==> src/rtl/lane_seq.sv <==
// Time-multiplexing sequencer: runs one 4-element vector op through a single
// combinational lane over four cycles and returns the assembled result vector.
module lane_seq #(
    parameter int LANES = 4,
    parameter int W     = 16
) (
    input  logic                 clk,
    input  logic                 rst_n,
    input  logic                 in_valid,
    output logic                 in_ready,
    input  logic [2:0]           in_ctrl,
    input  logic [LANES*W-1:0]   in_vec,
    input  logic [1:0]           in_idx,
    input  logic [W-1:0]         in_srcb,
    output logic [2:0]           lane_ctrl,
    output logic [1:0]           lane_id,
    output logic [W-1:0]         lane_v,
    output logic [1:0]           lane_idx,
    output logic [W-1:0]         lane_srcb,
    input  logic [W-1:0]         lane_res,
    output logic                 out_valid,
    input  logic                 out_ready,
    output logic [LANES*W-1:0]   out_vec,
    output logic                 busy
);

    localparam logic [1:0] IDLE = 2'd0;
    localparam logic [1:0] RUN  = 2'd1;
    localparam logic [1:0] DONE = 2'd2;

    logic [1:0]         state;
    logic [1:0]         cnt;
    logic [2:0]         ctrl_q;
    logic [LANES*W-1:0] vec_q;
    logic [1:0]         idx_q;
    logic [W-1:0]       srcb_q;
    logic [LANES*W-1:0] res_q;
    logic               accept;

    assign in_ready  = (state == IDLE) || ((state == DONE) && out_ready);
    assign accept    = in_valid && in_ready;
    assign out_valid = (state == DONE);
    assign busy      = (state == RUN) || (state == DONE);
    // Gate the result so a stale vector from a discarded op is never visible.
    assign out_vec   = (state == DONE) ? res_q : '0;

    always_comb begin
        lane_ctrl = '0;
        lane_id   = '0;
        lane_v    = '0;
        lane_idx  = '0;
        lane_srcb = '0;
        if (state == RUN) begin
            lane_ctrl = ctrl_q;
            lane_id   = cnt;
            lane_v    = vec_q[int'(cnt)*W +: W];
            lane_idx  = idx_q;
            lane_srcb = srcb_q;
        end
    end

    always_ff @(posedge clk or negedge rst_n) begin
        if (!rst_n) begin
            state  <= IDLE;
            cnt    <= '0;
            ctrl_q <= '0;
            vec_q  <= '0;
            idx_q  <= '0;
            srcb_q <= '0;
            res_q  <= '0;
        end else if (accept) begin
            // Accept from DONE delivers the current result on this same edge.
            ctrl_q <= in_ctrl;
            vec_q  <= in_vec;
            idx_q  <= in_idx;
            srcb_q <= in_srcb;
            cnt    <= '0;
            state  <= RUN;
        end else begin
            case (state)
                RUN: begin
                    res_q[int'(cnt)*W +: W] <= lane_res;
                    cnt <= cnt + 2'd1;
                    if (cnt == 2'd3) state <= DONE;
                end
                DONE: if (out_ready) state <= IDLE;
                IDLE: ;
                default: state <= IDLE;
            endcase
        end
    end

endmodule

==> config.mk <==
export PLATFORM = sky130hd
export DESIGN_NAME = lane_seq
export DESIGN_NICKNAME = d
export VERILOG_FILES = /design/src/rtl/lane_seq.sv
export SDC_FILE = /design/constraint.sdc
export NUM_CORES = 1
export LEC_CHECK = 0
export CELL_PAD_IN_SITES_DETAIL_PLACEMENT = 1
export CELL_PAD_IN_SITES_GLOBAL_PLACEMENT = 1
export CORE_ASPECT_RATIO = 2
export CORE_MARGIN = 3
export CORE_UTILIZATION = 39
export CTS_BUF_LIST = sky130_fd_sc_hd__clkbuf_8
export DETAILED_ROUTE_END_ITERATION = 12
export HOLD_SLACK_MARGIN = 0.06
export PLACE_DENSITY = 0.82
export SETUP_SLACK_MARGIN = 0.2
export SYNTH_ARGS = -nofsm -noshare
export SYNTH_HDL_FRONTEND = slang
export SYNTH_SLANG_ARGS = --single-unit
export TNS_END_PERCENT = 20
==> constraint.sdc <==
create_clock -name clk -period 2.5 [get_ports clk]
set_input_delay 0.25 -clock clk [delete_from_list [all_inputs] [get_ports clk]]
set_output_delay 0.25 -clock clk [all_outputs]
set_load 0.02 [all_outputs]
# [After elaboration in Yosys (flattened, before gate mapping)]
# Cells that the tools add are included.
[op_classes] muxes=13 n_bitwise=1 shifts=3 eq_ne=6 n_reduce_logical=8 addsub=2
[op_table] op="$bwmux W64" n=1
[op_table] op="$mux W64" n=1
[op_table] op="$shift A16 B33 Y64 const A" n=1
[op_table] op="$shiftx A16 B33 Y64" n=1
[op_table] op="$shiftx A64 B7 Y16" n=1
[op_table] op="$neg A6 Y33" n=1
[op_table] op="$mux W16" n=2
[op_table] op="$mux W2" n=7
[op_table] op="$pmux W2 S3" n=1
[op_table] op="$eq A2 B2 Y1 const B" n=2
[op_table] op="$mux W3" n=1
[op_table] op="$ne A3 B1 Y1 const B" n=1
[op_table] op="$ne A3 B2 Y1 const B" n=1
[op_table] op="$reduce_and A3 Y1" n=1
[op_table] op="$add A2 B1 Y2 const B" n=1
[op_table] op="$eq A2 B1 Y1 const B" n=1
[op_table] op="$logic_and A1 B1 Y1" n=2
[op_table] op="$logic_not A2 Y1" n=1
[op_table] op="$logic_or A1 B1 Y1" n=2
[op_table] op="$ne A2 B2 Y1 const B" n=1
[op_table] op="$reduce_and A2 Y1" n=1
[op_table] op="$reduce_bool A2 Y1" n=1
[op_table] op="$not A1 Y1" n=1
[word_totals] word_cells=40 input_bits=105 output_inout_bits=106 regBits=153

# [Depth between registers and ports, before layout]
[logic_depth] word_depth=6 ltp_mapped=8 mapped_depth_nobuf=5

# [Worst setup path before layout]
# No wires, ideal clock.
[synth_path] kind="reg-to-reg" startpoint="register cnt[1]" endpoint="register res_q[38]" setup_slack_ns=0.217 period_less_slack_ns=2.283 setup_time_ns=0.065 arrival_ns=2.218 path_stages_with_launch=9 n_path_buf=3 required_time_ns=2.435 path_cell_list="dfrtp_1 clkbuf_1 buf_2 inv_1 ha_1 nand2b_1 nor4_4 buf_4 a22o_1"
[synth_between] elab_chain_cells=3 elab_cells_between_ends=4 classes_between="add/sub (1); shift (2); mux (1)"
[synth_rtl] element="start: declaration" line="32" text="logic [1:0] cnt;"
[synth_rtl] element="start signal: assignment" line="83" text="cnt <= cnt + 2'd1;"
[synth_rtl] element="$neg A6 Y33 (*)" line="82" text="res_q[int'(cnt)*W +: W] <= lane_res;"
[synth_rtl] element="$shiftx A16 B33 Y64 or $shift A16 B33 Y64 (tied branches)" line="82"
[synth_rtl] element="$bwmux W64 (*)" line="82"
[synth_rtl] element="end signal: indexed assignment" line="82"
[synth_rtl] element="end: declaration" line="37" text="logic [LANES*W-1:0] res_q;"
# Mark *: on every way between the ends. The rest lies on a longest branch, timed or not.
# A chain may end at the register's enable or synchronous reset.

# [Worst setup path in the final report]
[layout_path] startpoint="register cnt[0]" endpoint="output lane_v[8]"
[layout_between] elab_chain_cells=2
[layout_rtl] element="$shiftx A64 B7 Y16" line="56" text="lane_v = vec_q[int'(cnt)*W +: W];"
[layout_rtl] element="$mux W16" line="53" text="if (state == RUN) begin"
[layout_rtl] element="end: declaration" line="17" text="output logic [W-1:0] lane_v,"
# Every way passes these cells.

==> results <==
[state kept, by name (all words and copies together), names as in the netlist]
name / cells
srcb_q: 16
idx_q: 2
cnt: 2
res_q: 64
vec_q: 64
state: 2
ctrl_q: 3
[critical path: stages, from the launching register on]
cell and delay [ns]:
dfrtp_2 0.39, buf_12 0.15, buf_6 0.13, mux4_2 0.49, and2_1 0.17, clkdlybuf4s15_2 0.25
[cell type report]
cell class	instances	share of cell area
well taps	210	0.0269
clock buffers	21	0.0296
repair buffers	234	0.230
inverters	5	0.00192
clock inverters	11	0.0147
flip-flops and latches	153	0.393
multi-input cells	307	0.304
[logic make-up after synthesis]
| kind of cell | share of synthesized area |
|---|---|
| DFF | 0.545 |
| and+or+nand+nor | 0.116 |
| muxes | 0.204 |
| AOI/OAI and AO/OA | 0.0846 |
| buffers and inverters | 0.0333 |
| adders and majority gates | 0.0160 |
| xor gates and xnor gates | 0.00125 |
[layer usage]
metal,wire length (um),vias to the layer above,part of all wire,global-route usage
met5,0,-,0,0
met4,760,0,0.037,0.0912
met3,1270,30,0.062,0.0512
met2,11200,227,0.55,0.387
met1,7280,2499,0.35,0.223
li1,-,2210,-,-
[power by group]
part	internal (uW)	switching [uW]
Combinational	2300	1960
Clock	1090	919
Sequential	3440	541
[how the worst min path moves through the flow]
| stage | startpoint | to | cells after the start |
|---|---|---|---|
| 4_1_cts | in_vec[40] | vec_q[40]$_DFFE_PN0P_ | 2 |
| 3_5_place_dp | rst_n | res_q[55]$_DFFE_PN0P_ | 1 |
| 5_1_grt | in_vec[41] | vec_q[41]$_DFFE_PN0P_ | 2 |
| 6_report | rst_n | res_q[41]$_DFFE_PN0P_ | 2 |
| 3_3_place_gp | rst_n | res_q[55]$_DFFE_PN0P_ | 1 |
| 2_1_floorplan | rst_n | cnt[0]$_DFFE_PN0P_ | 0 |
[per-stage QoR]
step | power, uW | worst slack [ns] | cell area, um2
finish | 10300 | 0.239 | 9760
global route | 10900 | 0.133 | 9760
CTS | 10400 | 0.148 | 9790
detailed placement | 8500 | 0.329 | 9380
global placement | 8240 | 0.442 | 9380
floorplan | 6830 | 0.217 | 7020
[placed cells by master, fill, tap and decap left out, types with 2 or more instances in the layout]
cell and n:
buf_6 2, mux2_2 57, clkinv_2 2, buf_12 6, dlygate4sd2_1 62, clkbuf_2 8
ha_1 8, mux2_4 28, dfrtp_1 152, a31oi_1 2, clkdlybuf4s15_2 22, nand2b_1 3
a22o_1 64, buf_4 17, bufinv_16 3, clkinvlp_4 3, buf_2 10, clkbuf_8 21
mux4_2 16, nand3_1 2, inv_1 6, nand2_1 3, nor2_1 3, clkdlybuf4s50_1 104
nor3_1 2, and2_1 103
[repair_timing]
item	CTS	global route
hold buffers	1	0
setup buffers	4	0
gates cloned	1	0
resized for setup	187	10
endpoints found under the setup margin	103	57
endpoints found under the hold margin	74	0
==> impl_metrics.tcl <==
set metrics [dict create \
    yosysUniqueCellTypes 34 \
    synth_fp_nets 614 \
    drv_cap 0 \
    synth_common_cells "dfrtp_1 (153), and2_1 (103), a22o_1 (64)" \
    syn_to_final_growth_pct 38.9 \
    crit_path_end "lane_v[8]" \
    ios 211 \
    globalRouteOverflowTotal 0 \
    seq_area_um2 3830 \
    whs_ns 0.423 \
    slew_violations 0 \
    synth_ff_type "dfrtp_1" \
    post_layout_nonfiller_instances 941 \
    io_buffer_count 210 \
    drcViolationCount 0 \
    cts_buffer_depth 2 \
    yosys.area.top_type_share 0.545 \
    drt_wl_total_um 20500 \
    synth_top_area_cell "dfrtp_1" \
    setup_viol 0 \
    start_kind "flip-flop" \
    grt_pass1_vias 5721 \
    clkLatencyLatePin_ns 0.43 \
    drt_iter0_markers 116 \
    dp.cells 903 \
    worstPathArrival_ns 2.01 \
    path_class "reg2out" \
    hpwl_um 15200 \
    cts_sinks 153 \
    crit_fanout 9 \
    cp.required_ns 2.25 \
    path_clk_slew_ns 0.08 \
    num_rows 68 \
    htreeDepth 4 \
    dieArea_um2 19800 \
    detail-route-antenna-nets 0 \
    coreArea_um2 17400 \
    yosys_warnings 0 \
    setup-tns-final_ns 0 \
    period_minus_slack_ns 2.26 \
    wire_per_inst_um 21.8 \
    seq_area_frac_synth 0.545 \
    r2r_setup_slack_ns 0.44 \
    first_pass_iters 4 \
    r2r_cells 7 \
    status "completed" \
    netlist_area_um2 7020 \
    fmax_mhz 442 \
    tightest_slew_ns 0.736 \
    antenna_found_initial 0 \
    viasPerCell 5.28 \
    cts_buffers 17 \
    die_height_um 196 \
    hold_violations 0 \
    grt_max_degree 80 \
    final_min_period_over_clock_period 0.904 \
    final_core_util 0.559 \
    reg2reg_to "res_q[10]$_DFFE_PN0P_" \
    synth_edf_count 0 \
    drive_gt1_frac 0.283 \
    hold_class "in2async" \
    synthTopCellsByArea "dfrtp_1 (55%), and2_1 (9.2%), mux2_2 (9.1%)" \
    syn_area_per_cell_um2 14.0 \
    rsz0062_at_grt "yes" \
    grt.total_usage 0.211 \
    skew_ns 0.0130 \
    antennaDiodeCount 0 \
    cts_root_buffer "clkbuf_8" \
    ys_async_sr_fraction 1.00 \
    yosysMostFrequentCell "dfrtp_1" \
    start_util 0.403 \
    gp_congestion 0.798 \
    relSlewSlack 0.509 \
    synth_seq_cells 153 \
    cts_tree "done" \
    multi_input_area_um2 2970 \
    cp-startpoint "cnt[0]$_DFFE_PN0P_" \
    fin_nets 832 \
    grt_pass1_wl_um 31900 \
    reg2reg_from "cnt[0]$_DFFE_PN0P_" \
    worst_setup_path_end_kind "output port" \
    syn_inst 500 \
    power.density_nw_per_um2 1050 \
    chipWidth_um 101 \
    p_leak_uw 0.00454 \
    nFillCells 1798 \
    vias 4966 \
    vdd_drop_max_mv 0.572 \
]
Power figures use the tool's default switching activity.
